--- config.mk ---
export PLATFORM = sky130hd
export DESIGN_NAME = gnn_result_collector
export DESIGN_NICKNAME = d
export VERILOG_FILES = /design/src/rtl/gnn_pkg.sv /design/src/rtl/gnn_argmax2.sv /design/src/rtl/gnn_result_collector.sv
export SDC_FILE = /design/constraint.sdc
export NUM_CORES = 1
export LEC_CHECK = 0
export CORE_ASPECT_RATIO = 1.25
export CORE_MARGIN = 1
export CORE_UTILIZATION = 40
export DETAILED_ROUTE_END_ITERATION = 10
export PLACE_DENSITY = 0.64
export SYNTH_ARGS = -nofsm -noshare
export SYNTH_HDL_FRONTEND = slang
export SYNTH_SLANG_ARGS = --single-unit
--- constraint.sdc ---
create_clock -name clk -period 18 [get_ports clk]
set_input_delay 2.7 -clock clk [delete_from_list [all_inputs] [get_ports clk]]
set_output_delay 2.7 -clock clk [all_outputs]
set_load 0.05 [all_outputs]
--- src/rtl/gnn_pkg.sv ---
// Shared types for the GNN readout path: logit format and the per-node argmax result.
package gnn_pkg;
    localparam int DW    = 21;
    localparam int NODES = 4;

    typedef logic signed [DW-1:0] logit_t;

    typedef struct packed {
        logic          cls;
        logit_t        score;
        logic [DW:0]   margin;
    } node_result_t;
endpackage

--- src/rtl/gnn_argmax2.sv ---
// Two-class argmax for one node: class, winning logit and absolute margin.
// Purely combinational; a tie resolves to class 0 with zero margin.
module gnn_argmax2
    import gnn_pkg::*;
(
    input  logit_t       l0_i,
    input  logit_t       l1_i,
    output node_result_t res_o
);
    logic          gt;
    logic [DW:0]   d10;
    logic [DW:0]   d01;

    // One extra bit so the difference of two extreme logits cannot wrap.
    assign d10 = {l1_i[DW-1], l1_i} - {l0_i[DW-1], l0_i};
    assign d01 = {l0_i[DW-1], l0_i} - {l1_i[DW-1], l1_i};
    assign gt  = l1_i > l0_i;

    always_comb begin
        res_o.cls    = gt;
        res_o.score  = gt ? l1_i : l0_i;
        res_o.margin = gt ? d10 : d01;
    end
endmodule

--- src/rtl/gnn_result_collector.sv ---
// Captures complete logit frames into a small FIFO and streams one argmax beat per node.
// Drops (and counts) frames that arrive while the FIFO is full; flags partial ready patterns.
module gnn_result_collector #(
    parameter int DW     = gnn_pkg::DW,
    parameter int NODES  = gnn_pkg::NODES,
    parameter int FRAMES = 2,
    parameter int CNTW   = 8
) (
    input  logic                  clk,
    input  logic                  rst,
    input  logic [NODES*2*DW-1:0] res_in,
    input  logic [NODES*2-1:0]    res_rdy_in,
    output logic                  m_valid,
    input  logic                  m_ready,
    output logic [1:0]            m_node,
    output logic                  m_class,
    output logic [DW-1:0]         m_score,
    output logic [DW:0]           m_margin,
    output logic                  m_last,
    output logic [CNTW-1:0]       drop_cnt,
    output logic                  err_partial
);
    import gnn_pkg::node_result_t;

    localparam int AW = $clog2(FRAMES);
    localparam int NW = $clog2(NODES);

    typedef enum logic {IDLE, SEND} state_t;

    state_t           state_q, state_d;
    logic [AW:0]      wr_q, rd_q, cnt;
    logic [AW-1:0]    rd_nx;
    logic [NW-1:0]    beat_q, beat_d, beat_nx;
    node_result_t     out_q, out_d;
    logic [CNTW-1:0]  drop_q;
    logic             err_q;
    logic             all_rdy, any_rdy, hs, last_hs, full, push;

    node_result_t     mem_q   [FRAMES][NODES];
    node_result_t     cap_res [NODES];

    for (genvar n = 0; n < NODES; n++) begin : g_am
        gnn_argmax2 u_am (
            .l0_i  (res_in[(2*n)*DW +: DW]),
            .l1_i  (res_in[(2*n+1)*DW +: DW]),
            .res_o (cap_res[n])
        );
    end

    assign all_rdy = &res_rdy_in;
    assign any_rdy = |res_rdy_in;
    assign cnt     = wr_q - rd_q;
    assign full    = cnt == (AW+1)'(FRAMES);
    assign hs      = (state_q == SEND) && m_ready;
    assign last_hs = hs && (beat_q == NW'(NODES-1));
    // A full FIFO still accepts when its head frame leaves on the same edge.
    assign push    = all_rdy && (!full || last_hs);
    assign rd_nx   = rd_q[AW-1:0] + AW'(1);
    assign beat_nx = beat_q + NW'(1);

    always_comb begin
        state_d = state_q;
        beat_d  = beat_q;
        out_d   = out_q;
        case (state_q)
            IDLE: begin
                if (cnt != '0) begin
                    state_d = SEND;
                    beat_d  = '0;
                    out_d   = mem_q[rd_q[AW-1:0]][0];
                end
            end
            SEND: begin
                if (last_hs) begin
                    beat_d = '0;
                    if (cnt > (AW+1)'(1)) begin
                        out_d = mem_q[rd_nx][0];
                    end else if (push) begin
                        // Frame being written this edge becomes the new head; bypass memory.
                        out_d = cap_res[0];
                    end else begin
                        state_d = IDLE;
                    end
                end else if (hs) begin
                    beat_d = beat_nx;
                    out_d  = mem_q[rd_q[AW-1:0]][beat_nx];
                end
            end
            default: state_d = IDLE;
        endcase
    end

    always_ff @(posedge clk) begin
        if (rst) begin
            state_q <= IDLE;
            wr_q    <= '0;
            rd_q    <= '0;
            beat_q  <= '0;
            out_q   <= '0;
            drop_q  <= '0;
            err_q   <= 1'b0;
        end else begin
            state_q <= state_d;
            beat_q  <= beat_d;
            out_q   <= out_d;
            if (push)    wr_q <= wr_q + (AW+1)'(1);
            if (last_hs) rd_q <= rd_q + (AW+1)'(1);
            if (all_rdy && !push && drop_q != '1) drop_q <= drop_q + CNTW'(1);
            if (any_rdy && !all_rdy) err_q <= 1'b1;
        end
    end

    always_ff @(posedge clk) begin
        if (push && !rst) begin
            for (int n = 0; n < NODES; n++) begin
                mem_q[wr_q[AW-1:0]][n] <= cap_res[n];
            end
        end
    end

    assign m_valid     = state_q == SEND;
    assign m_node      = 2'(beat_q);
    assign m_class     = out_q.cls;
    assign m_score     = out_q.score;
    assign m_margin    = out_q.margin;
    assign m_last      = (state_q == SEND) && (beat_q == NW'(NODES-1));
    assign drop_cnt    = drop_q;
    assign err_partial = err_q;
endmodule

### Word level (Yosys, flattened, before mapping)

Memories as Yosys holds them, arrays and structs flattened. A register that Yosys moved wholly into a read port is not among the register bits.
Index checks and enable logic that the tools add are counted.

| word-level totals | value |
|---|---|
| output and inout port bits | 57 |
| flip-flop bits (word level) | 60 |
| bits in latches | 0 |
| bits in read-only memories | 0 |
| RAM bits | 352 |
| memories kept | 1 |
| input bits | 179 |

| operators by class | value |
|---|---|
| bitwise operators | 2 |
| shift-type cells | 0 |
| multipliers | 0 |
| equality and inequality tests | 6 |
| reduce and logical (&&, ||, !) cells | 18 |
| add/subtract/negate cells | 14 |
| order comparisons | 6 |
| mux-type cells | 30 |
| div/mod/pow operators | 0 |

Memory list:

| memory | depth | bits a word | read ports | clocked after Yosys merged registers in | write ports | RTL line | RTL |
|---|---|---|---|---|---|---|---|
| mem_q | 2 | 176 | 2 | 1 | 1 | gnn_result_collector.sv:39 | `node_result_t mem_q [FRAMES][NODES];` |

Operators by type and width:

| kind | number |
|---|---|
| $mux 44 | 7 |
| $sub 21x21->22 | 8 |
| $bmux 44 s2 | 1 |
| $mux 22 | 4 |
| $pmux 44 s2 | 1 |
| $gt 21x21->1 | 4 |
| $mux 21 | 4 |
| $add 8x1->8 const B | 1 |
| $logic_and 1x1->1 | 8 |
| $mux 1 | 8 |
| $ne 8x8->1 const B | 1 |
| $reduce_and 8->1 | 1 |
| $reduce_or 8->1 | 1 |
| $add 2x1->2 const B | 3 |
| $mux 2 | 3 |
| $eq 2x2->1 const B | 2 |
| $logic_not 1->1 | 4 |
| $ne 4x2->1 const B | 1 |
| $pmux 2 s2 | 1 |
| $ge 3x3->1 const B | 1 |
| $ne 3x1->1 const B | 1 |
| $not 2->3 | 1 |
| $reduce_and 3->1 | 1 |
| $gt 2x1->1 const B | 1 |
| 8 further kinds | 8 |

### Depth between registers and ports, before layout

Gate-level depths: netlist (run 1).

| logic depth | value |
|---|---|
| depth in word-level cells | 9 |
| depth in mapped cells | 15 |
| mapped depth without buffers | 14 |

### By module

A second synthesis (run 1) with hierarchy kept.

| second synthesis, totals | value |
|---|---|
| cell total of the unflattened synthesis | 2763 |
| area, all modules | 27732.8 µm² |

By module, submodules not included:

| module | cells an instance | times used | area each (µm²) |
|---|---|---|---|
| gnn_result_collector | 1253 | 1 | 17798.3 |
| gnn_argmax2 at g_am[0].u_am ... | 400 | 2 | 2631.3 |
| gnn_argmax2 at g_am[2].u_am ... | 355 | 2 | 2336.0 |

### Least setup slack after synthesis (run 1)

No wires, ideal clock.

| timing | value |
|---|---|
| path type | in2reg |
| start point | in rst |
| end point | mem mem_q[1][0] (netlist bit), enable pin |
| data arrival time | 15.095 ns |
| setup slack | 1.978 ns |
| stages | 3 |
| buffers on the path | 2 |
| required time | 17.073 ns |
| path through | clkbuf_1 -> clkbuf_1 -> nor3_1 |

| between the ends | value |
|---|---|
| word-level cells in the longest chain between the ends | 4 |

RTL lines:

| what | RTL line | RTL |
|---|---|---|
| from (decl) | gnn_result_collector.sv:10 | `input logic rst,` |
| $logic_not 1->1 | gnn_result_collector.sv:114 | `if (push && !rst) begin` |
| $logic_and 1x1->1 | gnn_result_collector.sv:114 |  |
| $mux 1 | gnn_result_collector.sv:114 |  |
| $mux 1 (not written as such) | gnn_result_collector.sv:116 | `mem_q[wr_q[AW-1:0]][n] <= cap_res[n];` |
| to (decl) | gnn_result_collector.sv:39 |  |

Every way passes these cells.

==> summary.txt, run 1 <==
Run status
  • Status: finished, final reports clean

Timing
  • Tcrit/Tclk final: 36.4%
  • Slew Viols, Final: 0
  • Fmax: 153 MHz
  • Setup violations, final: 0
  • Final critical-path required period: 6550 ps
  • Setup_tns: 0 ps
  • Clock Skew: 35.4 ps
  • Worst-margin pin slew: 1110 ps
  • RSZ-0062 raised after global routing: no
  • Setup ws final: 11450 ps
  • Slew HR: 26.3%
  • Fin. Hold Viols: 0

Hold path
  • Path category of the worst min-delay check: reg2reg

CTS
  • Clk buf depth: 3
  • Postcts setup bufs: 0
  • CTS resizes: 0
  • CTS tree: done
  • Clk Latency, worst-skew pair: 590 ps
  • # clock sinks: between 400 and 500
  • Root Driver: clkbuf_16
  • Worst-path clk slew: 60 ps
  • H-tree depth: 2
  • Num CTS Buffers: 43
  • Post-CTS Hold Buffers: 0

Logic synthesis
  • Yosys cell types: 92
  • Avg Inst Size Synth: 10.1 µm²
  • Syn Nets: 3026
  • Post-Syn Instances: 2666
  • Sequential area share after synthesis: 43.6%
  • Area leader, netlist: edfxtp_1
  • Synth Cell Area: 0.0271 mm²
  • Synthesis Warnings: 0
  • Post-synth top flop: edfxtp_1
  • Synth Register Bits: 413
  • Ys async rst share: 0%
  • Yosys top cell area share: 39.1%
  • EDFF count, synth: approximately 350
  • Ranking of synthesized cells by area: edfxtp_1, ha_1, mux2i_1

Floorplanning
  • I/O pin cnt: 236
  • Initial Util: 40.5%
  • Die X: 235 µm
  • CORE AREA: roughly 0.067 mm²
  • Die height: around 300 µm
  • DIE AREA: 0.0687 mm²
  • Site Rows: between 100 and 150

Worst setup path
  • CP required: 18530 ps
  • Arr. time, crit path: slightly above 7000 ps
  • Worst Setup End Kind: flip-flop
  • Worst Setup Path Type: in2reg
  • Startpoint Class: input pin
  • Worst-path maximum fanout: 32

Global route
  • Congestion Overflow GR: 0
  • First-pass GRT wire length: ~130000 µm
  • Total Routing Usage GR: 25.6%
  • Vias in the first global route: ~21k
  • Largest net degree at the start of global routing: 163
  • Antenna violations before repair: 1

Pwr
  • Power density over cell area: 81.7 mW/mm²
  • VDD IR max: 0.0000744 V
  • Pleak: 0.0117 µW

Cells and area
  • Share of layout cells above drive strength 1: 8.50%
  • # nets final: 3160
  • Antenna Cells: 0
  • Fill count: 6220
  • Area Growth Syn to Fin: 16.3%

Placement
  • PortBufs: 235
  • Place WS: 10890 ps
  • Final RePlAce weighted congestion: 0.973
  • Hpwl dp: 68900 µm

Drt
  • DR iter-0 viols: 1668
  • Remaining antenna violation count: 0
  • Wirelength per Cell: about 24 µm
  • Remaining DRCs: 0
  • Routed wire length: 89800 µm
  • Vias per cell: 5.77
  • DR pass1 iterations: 7
  • Vias: 21.3k

Run
  • Max-cap viol count: 0
==> critical path: stages <==
cell	delay [ps]
clkdlybuf4s50_1	540
inv_1	90
ha_1	490
nand4_1	300
nor4_1	340
nand2_1	540
nand2_4	530
inv_2	360
o21ai_1	630
o211ai_1	190
a21oi_1	160
o221a_2	200
==> cell usage after synthesis, types with 8 or more instances <==
cell / count
a211oi_1: 45
a21o_1: 70
a21oi_1: 210
a221oi_1: 11
a311oi_1: 14
a31oi_1: 13
and3_1: 10
buf_1: 24
buf_2: 29
clkbuf_1: 109
dfxtp_1: 61
edfxtp_1: 352
fa_1: 8
ha_1: 173
inv_1: 197
mux2_2: 39
mux2i_1: 145
mux4_2: 45
nand2_1: 257
nand2b_1: 23
nand3_1: 45
nand4_1: 29
nor2_1: 103
nor2b_1: 49
nor3_1: 26
nor4_1: 8
o211ai_1: 35
o21ai_0: 223
o21ai_1: 29
o21bai_1: 22
o221a_2: 20
o22ai_1: 15
or3_1: 9
xnor2_1: 51
xor2_1: 40
==> routing by layer <==
layer / vias to the layer above / global-route usage [%] / wire length, µm
li1: 10029 / - / -
met1: 10450 / 30.5 / 36400
met2: 712 / 46.9 / 45800
met3: 151 / 2.60 / 3700
met4: 2 / 10.5 / 3890
met5: - / 0 / 14
==> state kept, by name, summed over array words and instances (netlist names), named ones only <==
signal,flops
m_score,21
m_margin,22
m_valid,1
m_node,2
wr_q,2
drop_cnt,8
err_partial,1
mem_q,352
rd_q,2
m_class,1
==> where the power goes <==
group / switching [µW] / leakage (µW) / internal (µW)
registers: 1.86 / 0.00366 / 1090
logic: 362 / 0.00730 / 194
clock network: 398 / 0.000709 / 525
total: 762 / 0.0117 / 1810
==> metrics by stage <==
| stage | total power [µW] | instance area (µm²) | util (%) | hold slack, ps | instances |
|---|---|---|---|---|---|
| floorplan | 1450 | 27100 | - | 505 | 2666 |
| global placement | 1650 | 30000 | 44.9 | 455 | 3619 |
| detailed placement | 1660 | 30000 | 44.9 | 471 | 3619 |
| CTS | 2580 | 31500 | 47.1 | 485 | 3698 |
| global route | 2660 | 31500 | 47.1 | 514 | 3698 |
| finish | 2570 | 31500 | 47.1 | 487 | 3698 |
==> cell type report <==
type / count / area (µm²) / area share (%)
multi-input cells: 1882 / 13800 / 43.9
flip-flops and latches: 413 / 11800 / 37.5
repair buffers: 259 / 2540 / 8.09
clock buffers: 50 / 1110 / 3.52
well taps: 864 / 1080 / 3.44
inverters: 201 / 754 / 2.40
clock inverters: 29 / 368 / 1.17
==> worst paths after layout <==
kind,from,to,slack (ps),depth (start not counted)
worst max-delay path,res_in[9],m_score[11],11450,12
worst min-delay path,err_partial,err_partial,490,2
worst max register to register,m_valid,mem_q[1][97],13200,10
worst min register to register,err_partial,err_partial,490,2
==> cell families (layout without fill, tap and decap cells) <==
logic type	after synthesis	in the layout	share of synthesized area, %
simple gates	597	597	10.4
buf+inv	371	539	5.50
flops	413	413	43.6
fa+ha+maj	181	181	8.59
mux	232	232	10.9
compound gates	781	781	18.1
xor+xnor	91	91	2.95
==> placed cells by master, fill, tap and decap left out, types with 8 or more instances in the layout <==
cell type        instances
o211ai_1                35
o22ai_1                 15
nand4_1                 29
nand3_1                 45
a21o_1                  70
nand2_1                257
xor2_1                  40
o21ai_1                 29
nor2b_1                 49
and3_1                  10
o21bai_1                22
clkdlybuf4s50_1        235
nor2_1                 103
or3_1                    9
edfxtp_1               352
o221a_2                 20
xnor2_1                 50
a211oi_1                45
mux2_2                  39
a221oi_1                11
mux2i_1                145
a31oi_1                 13
buf_4                   23
clkbuf_16               43
a21oi_1                209
nor3_1                  24
nand2b_1                23
o21ai_0                223
clkinv_2                 8
dfxtp_1                 58
a311oi_1                14
inv_1                  197
nor4_1                   8
fa_1                     8
mux4_2                  45
ha_1                   172
(Power assumes the default switching activity.)
==> run 2: changes to the inputs <==
- clock period: 18 -> 6.7 ns (I/O delays scaled with it)
==> run 2 against run 1 <==
Net effect: sequential share of layout area rose by 0.090 points; first-iteration DRC count rose by 4.9%; clock-buffer cell count is 6 higher; critical path depth is 1 lower; largest cell class unchanged; largest power group unchanged.
==> summary.txt, run 2 (synthesized netlist as in run 1, its figures left out) <==
Cells and area
  • Area Growth Syn to Fin: 16.0%
  • Register area: 0.0118 mm² (unchanged)
  • Fill count: 6237 (+0.27%)
  • Antenna Cells: 0 (unchanged)
  • Commonest cells after routing, fill and taps aside: edfxtp_1, nand2_1, clkdlybuf4s50_1, o21ai_0, a21oi_1
  • Final core occ: 47.0% (-0.11 points)
  • # nets final: 3158 (-0.063%)
  • Share of layout cells above drive strength 1: 8.41% (-0.094 points)
  • Post-route design area: 0.0314 mm² (-0.24%)
  • Commonest non-fill, non-tap cell in the layout: edfxtp_1
  • Footprint of the multi-input gates: 0.0138 mm² (about the same)
  • Max reg flops: 352 (unchanged)

Floorplanning
  • DIE AREA: 0.0687 mm² (unchanged)
  • Die height: 293 µm (unchanged)
  • Die X: 235 µm (unchanged)
  • I/O pin cnt: 236 (unchanged)
  • Initial Util: 40.5% (unchanged)
  • CORE AREA: 0.0668 mm² (unchanged)
  • Site Rows: 106 (unchanged)

Worst setup path
  • Startpoint Class: input pin
  • Worst-path maximum fanout: 35 (+9.4%)
  • Critical-path top delay cell: o21ai_0
  • Critical-path cell list: clkdlybuf4s50_1, inv_1, ha_1, and3_1, a221o_1, a211oi_1, and4_1, nor2_2, nand2_4, inv_2, o21ai_0
  • Worst Setup Path Type: in2reg
  • Worst Setup End Kind: flip-flop
  • CP required: 6910 ps (-11620 ps)
  • Worst path max stage delay: 980 ps (+350 ps)
  • Arr. time, crit path: 4990 ps (-2100 ps)

Pwr
  • VDD IR max: 0.000141 V (+90%)
  • Psw: 2010 µW (+160%)
  • Power density over cell area: 216 mW/mm² (+160%)
  • Sw Share: 29.6% (-0.075 points)
  • Pleak: 0.0117 µW (-0.18%)
  • Logic pwr share: 22.3% (+0.7 points)
  • Internal: 4780 µW (+160%)
  • Clock group share of total power: 34.6% (-1.4 points)
  • Flop pwr share: 43.1% (+0.7 points)

Global route
  • Met1 track demand over resource: 30.3% (-0.21 points)
  • Antenna violations before repair: 2 (+1)
  • Total Routing Usage GR: 24.9% (-0.64 points)
  • Gr busiest metal: met2
  • Congestion Overflow GR: 0 (unchanged)
  • First-pass GRT wire length: 130000 µm (-2.4%)
  • Met3 usage: 2.60% (unchanged)
  • Largest net degree at the start of global routing: 177 (+8.6%)
  • Met2 Resource Use GR: 45.0% (-1.8 points)
  • Vias in the first global route: 21.0k (-1.5%)

Placement
  • PortBufs: 235 (unchanged)
  • Placed inst area: 0.0300 mm² (about the same)
  • Place WS: 1390 ps (-9500 ps)
  • Final RePlAce weighted congestion: 1.03 (+5.9%)
  • Hpwl dp: 67200 µm (-2.5%)

Timing
  • Clock Skew: 23.3 ps (-12.1 ps)
  • Final critical-path required period: 4780 ps
  • Setup ws final: 1920 ps (-9520 ps)
  • Tcrit/Tclk final: 71.3%
  • Fin. Hold Viols: 0 (unchanged)
  • Setup violations, final: 0 (unchanged)
  • Slew HR: 20.7% (-5.6 points)
  • Fmax: around 210 MHz
  • RSZ-0062 raised after global routing: no
  • Slew Viols, Final: 0 (unchanged)
  • Worst-margin pin slew: 1190 ps (+83.8 ps)

CTS
  • Root Driver: clkbuf_16
  • Clk Latency, worst-skew pair: 570 ps (-20 ps)
  • Num CTS Buffers: 42 (-2.3%)
  • Postcts setup bufs: 0 (unchanged)
  • H-tree depth: 2 (unchanged)
  • # clock sinks: 413 (unchanged)
  • CTS tree: done
  • Post-CTS Hold Buffers: 0 (unchanged)
  • Worst-path clk slew: 60 ps (about the same)
  • CTS resizes: 0 (unchanged)
  • Clk buf depth: 3 (unchanged)

Drt
  • Vias: 21.4k (+0.15%)
  • DR pass1 iterations: 5 (-2)
  • Routed wire length: 88100 µm (-1.8%)
  • Wirelength per Cell: 23.9 µm (-1.7%)
  • Vias per cell: 5.79 (+0.26%)
  • DR iter-0 viols: 1750 (+4.9%)
  • Remaining antenna violation count: 0 (unchanged)
  • Remaining DRCs: 0 (unchanged)

Run
  • Max-cap viol count: 0 (unchanged)

Hold path
  • Path category of the worst min-delay check: reg2reg

Run status
  • Status: finished, final reports clean
## run 2: final timing paths
| kind | from | to | slack, ps | cells after the start |
|---|---|---|---|---|
| max | res_in[48] | mem_q[0][114] | 1920 | 11 |
| min | err_partial | err_partial | 480 | 2 |
| max reg2reg | wr_q[0] | m_margin[13] | 2540 | 11 |
| min reg2reg | err_partial | err_partial | 480 | 2 |
## run 2: final cells by class
cell class	count	share of cell area, %
clock inverters	20	0.602
multi-input cells	1882	44.0
well taps	864	3.44
inverters	201	2.40
repair buffers	258	8.15
clock buffers	56	3.78
flip-flops and latches	413	37.6
## run 2: power groups by stage
| stage | Combinational [µW] | Clock [µW] | Sequential, µW |
|---|---|---|---|
| 2_1_floorplan | 907 | 0 | 2990 |
| 3_3_place_gp | 1480 | 0 | 2980 |
| 3_5_place_dp | 1500 | 0 | 2980 |
| 4_1_cts | 1510 | 2380 | 2930 |
| 5_1_grt | 1620 | 2460 | 2920 |
| 6_report | 1510 | 2350 | 2930 |
## run 2: stage by stage
step	cells	hold WS [ps]	power, µW	setup TNS [ps]
3_5_place_dp	3618	464	4480	0
2_1_floorplan	2666	505	3900	-852200
4_1_cts	3694	478	6820	0
3_3_place_gp	3618	458	4460	0
5_1_grt	3694	490	7000	0
6_report	3694	476	6790	0
## run 2: worst max-delay path, delay by kind of cell
kind	cells	cell delay (ps)
buf+inv	3	970
simple gates	4	850
compound gates	3	1750
fa+ha+maj	1	400
## run 2: metal layers
metal | routed length, µm | vias to the layer above | share of wire [%]
li1 | - | 10013 | -
met3 | 4320 | 147 | 4.9
met2 | 44700 | 742 | 51
met4 | 3590 | 4 | 4.1
met1 | 35500 | 10470 | 40
met5 | 27 | - | 0.031
==> run 3: changes to the inputs <==
- PLACE_DENSITY: 0.64 -> 0.66
- clock period: 6.7 -> 3.9 ns (I/O delays scaled with it)
==> run 3 against run 2 <==
Net effect: flip-flop and latch count unchanged; global-route usage rose by 2.0 points; die area stayed put; clock power increased by 82%; critical path depth grew 4; sequential share of layout area fell by 3.5 points; final cell count grew 11%; final area is 10% higher; non-clock buffer count grew 398; utilization grew 4.9 points; clock skew increased by 3.5 ps; total power grew 87%.
==> summary.txt, run 3 (synthesized netlist as in run 1, its figures left out) <==
Timing
  • Fin. Hold Viols: 0 (unchanged)
  • Clock Skew: 26.8 ps (+3.51 ps)
  • Setup_tns: 0 ps (unchanged)
  • Slew HR: 33.7% (+13 points)
  • Setup ws final: 163 ps (-1760 ps)
  • RSZ-0062 raised after global routing: no
  • Setup violations, final: 0 (unchanged)
  • Final critical-path required period: 3740 ps
  • Worst-margin pin slew: 989 ps (-201 ps)
  • Slew Viols, Final: 0 (unchanged)
  • Fmax: ~270 MHz
  • Tcrit/Tclk final: 95.8%

Placement
  • PortBufs: 235 (unchanged)
  • Final RePlAce weighted congestion: 0.969 (-6.0%)
  • Hpwl dp: 74300 µm (+11%)
  • Place WS: -478 ps (-1870 ps)

Drt
  • DR pass1 iterations: 6 (+1)
  • Remaining DRCs: 0 (unchanged)
  • Vias per cell: 5.63 (-2.7%)
  • Wirelength per Cell: 23.0 µm (-3.6%)
  • Remaining antenna violation count: 0 (unchanged)
  • DR iter-0 viols: 1726 (-1.4%)
  • Routed wire length: 94200 µm (+6.8%)
  • Vias: 23.0k (+7.8%)

Worst setup path
  • Path depth of the worst reg2reg path: 12 (+1)
  • Worst-path maximum fanout: 9 (-74%)
  • Critical-path cell list: clkdlybuf4s50_1, inv_1, ha_1, fa_1, nor2b_2, o2111ai_2, a31oi_1, o22ai_1, o211a_1, a211o_4, buf_4, mux2i_1, o211ai_1, a2111o_1, o211a_1
  • Worst Setup End Kind: flip-flop
  • Startpoint Class: input pin
  • Critical-path top delay cell: clkdlybuf4s50_1
  • Worst Setup Path Type: in2reg
  • Worst path max stage delay: 470 ps (-510 ps)
  • Arr. time, crit path: 4050 ps (-940 ps)
  • Cell mode on critical path: o211a_1
  • CP required: 4220 ps (-2690 ps)

Pwr
  • VDD IR max: 0.000297 V (+110%)
  • Power density over cell area: 366 mW/mm² (+69%)
  • Pleak: 0.0137 µW (+17%)

Cells and area
  • Max reg flops: 352 (unchanged)
  • Fill count: 5987 (-4.0%)
  • Area Growth Syn to Fin: 28.1%
  • Commonest cells after routing, fill and taps aside: buf_4, edfxtp_1, nand2_1, clkdlybuf4s50_1, o21ai_0
  • Commonest non-fill, non-tap cell in the layout: buf_4
  • # nets final: 3556 (+13%)
  • Share of layout cells above drive strength 1: 20.2% (+12 points)
  • Antenna Cells: 0 (unchanged)

CTS
  • H-tree depth: 2 (unchanged)
  • Clk Latency, worst-skew pair: 610 ps (+40 ps)
  • Post-CTS Hold Buffers: 0 (unchanged)
  • Worst-path clk slew: 60 ps (about the same)
  • CTS tree: done
  • Root Driver: clkbuf_16
  • Postcts setup bufs: 0 (unchanged)
  • Num CTS Buffers: 42 (unchanged)
  • # clock sinks: 413 (unchanged)
  • Clk buf depth: 3 (unchanged)

Run
  • Max-cap viol count: 0 (unchanged)

Floorplanning
  • CORE AREA: 0.0668 mm² (unchanged)
  • Die X: 235 µm (unchanged)
  • Site Rows: 106 (unchanged)
  • Initial Util: 40.5% (unchanged)
  • DIE AREA: 0.0687 mm² (unchanged)
  • I/O pin cnt: 236 (unchanged)
  • Die height: 293 µm (unchanged)

Global route
  • Vias in the first global route: 23.4k (+11%)
  • Largest net degree at the start of global routing: 103 (-42%)
  • First-pass GRT wire length: 141000 µm (+7.8%)
  • Total Routing Usage GR: 26.9% (+2.0 points)
  • Antenna violations before repair: 1 (-1)
  • Congestion Overflow GR: 0 (unchanged)

Hold path
  • Path category of the worst min-delay check: in2reg
  • WHS Path Cells: 2 (unchanged)

Run status
  • Status: finished, final reports clean
run 3: routing by layer:
layer  GRT usage [%]  vias up  share of wire [%]
li1                -    10829                  -
met1            31.5    11171                 39
met2            49.1      838                 51
met3            2.65      202                4.8
met4            13.1        0                5.4
met5               0        -                  0
run 3: area by class of cell:
type                            count  area, µm²  area share, %
Clock buffer                       50       1110           3.21
Clock inverter                     28        364           1.05
Inverter                          201        754           2.18
Multi-Input combinational cell   1882      13900           40.1
Sequential cell                   413      11800           34.1
Tap cell                          864       1080           3.12
Timing Repair Buffer              656       5630           16.2
run 3: power breakdown:
| group | switching (µW) | internal, µW |
|---|---|---|
| Combinational | 1870 | 1530 |
| Sequential | 7.13 | 5020 |
| Clock | 1850 | 2430 |
| Total | 3730 | 8970 |
run 3: worst max-delay path, delay by kind of cell:
kind	cells	cell delay, ps
simple gates	1	160
fa+ha+maj	2	640
buf+inv	3	700
compound gates	8	1780
mux	1	160
run 3: worst paths after layout:
kind | start | to | slack, ps
max | res_in[105] | mem_q[1][64] | 160
min | rst | wr_q[1] | 350
max reg2reg | wr_q[0] | m_margin[14] | 710
min reg2reg | err_partial | err_partial | 500
run 3: stage by stage:
stage / utilization (%) / hold slack [ps] / cell area (µm²) / power (µW) / cells
final: 51.9 / 348 / 34700 / 12700 / 4094
after global routing: 51.9 / 366 / 34700 / 13200 / 4094
after CTS: 51.8 / 326 / 34600 / 12700 / 4094
after detailed placement: 49.6 / 494 / 33200 / 8480 / 4016
after global placement: 49.6 / 459 / 33200 / 8430 / 4016
after floorplan: - / 568 / 27200 / 6690 / 2666
run 3: repair_timing:
action	4_1_cts	5_1_grt
endpoints found under the hold margin	0	0
setup endpoints to repair	0	12
gates resized for setup	0	5
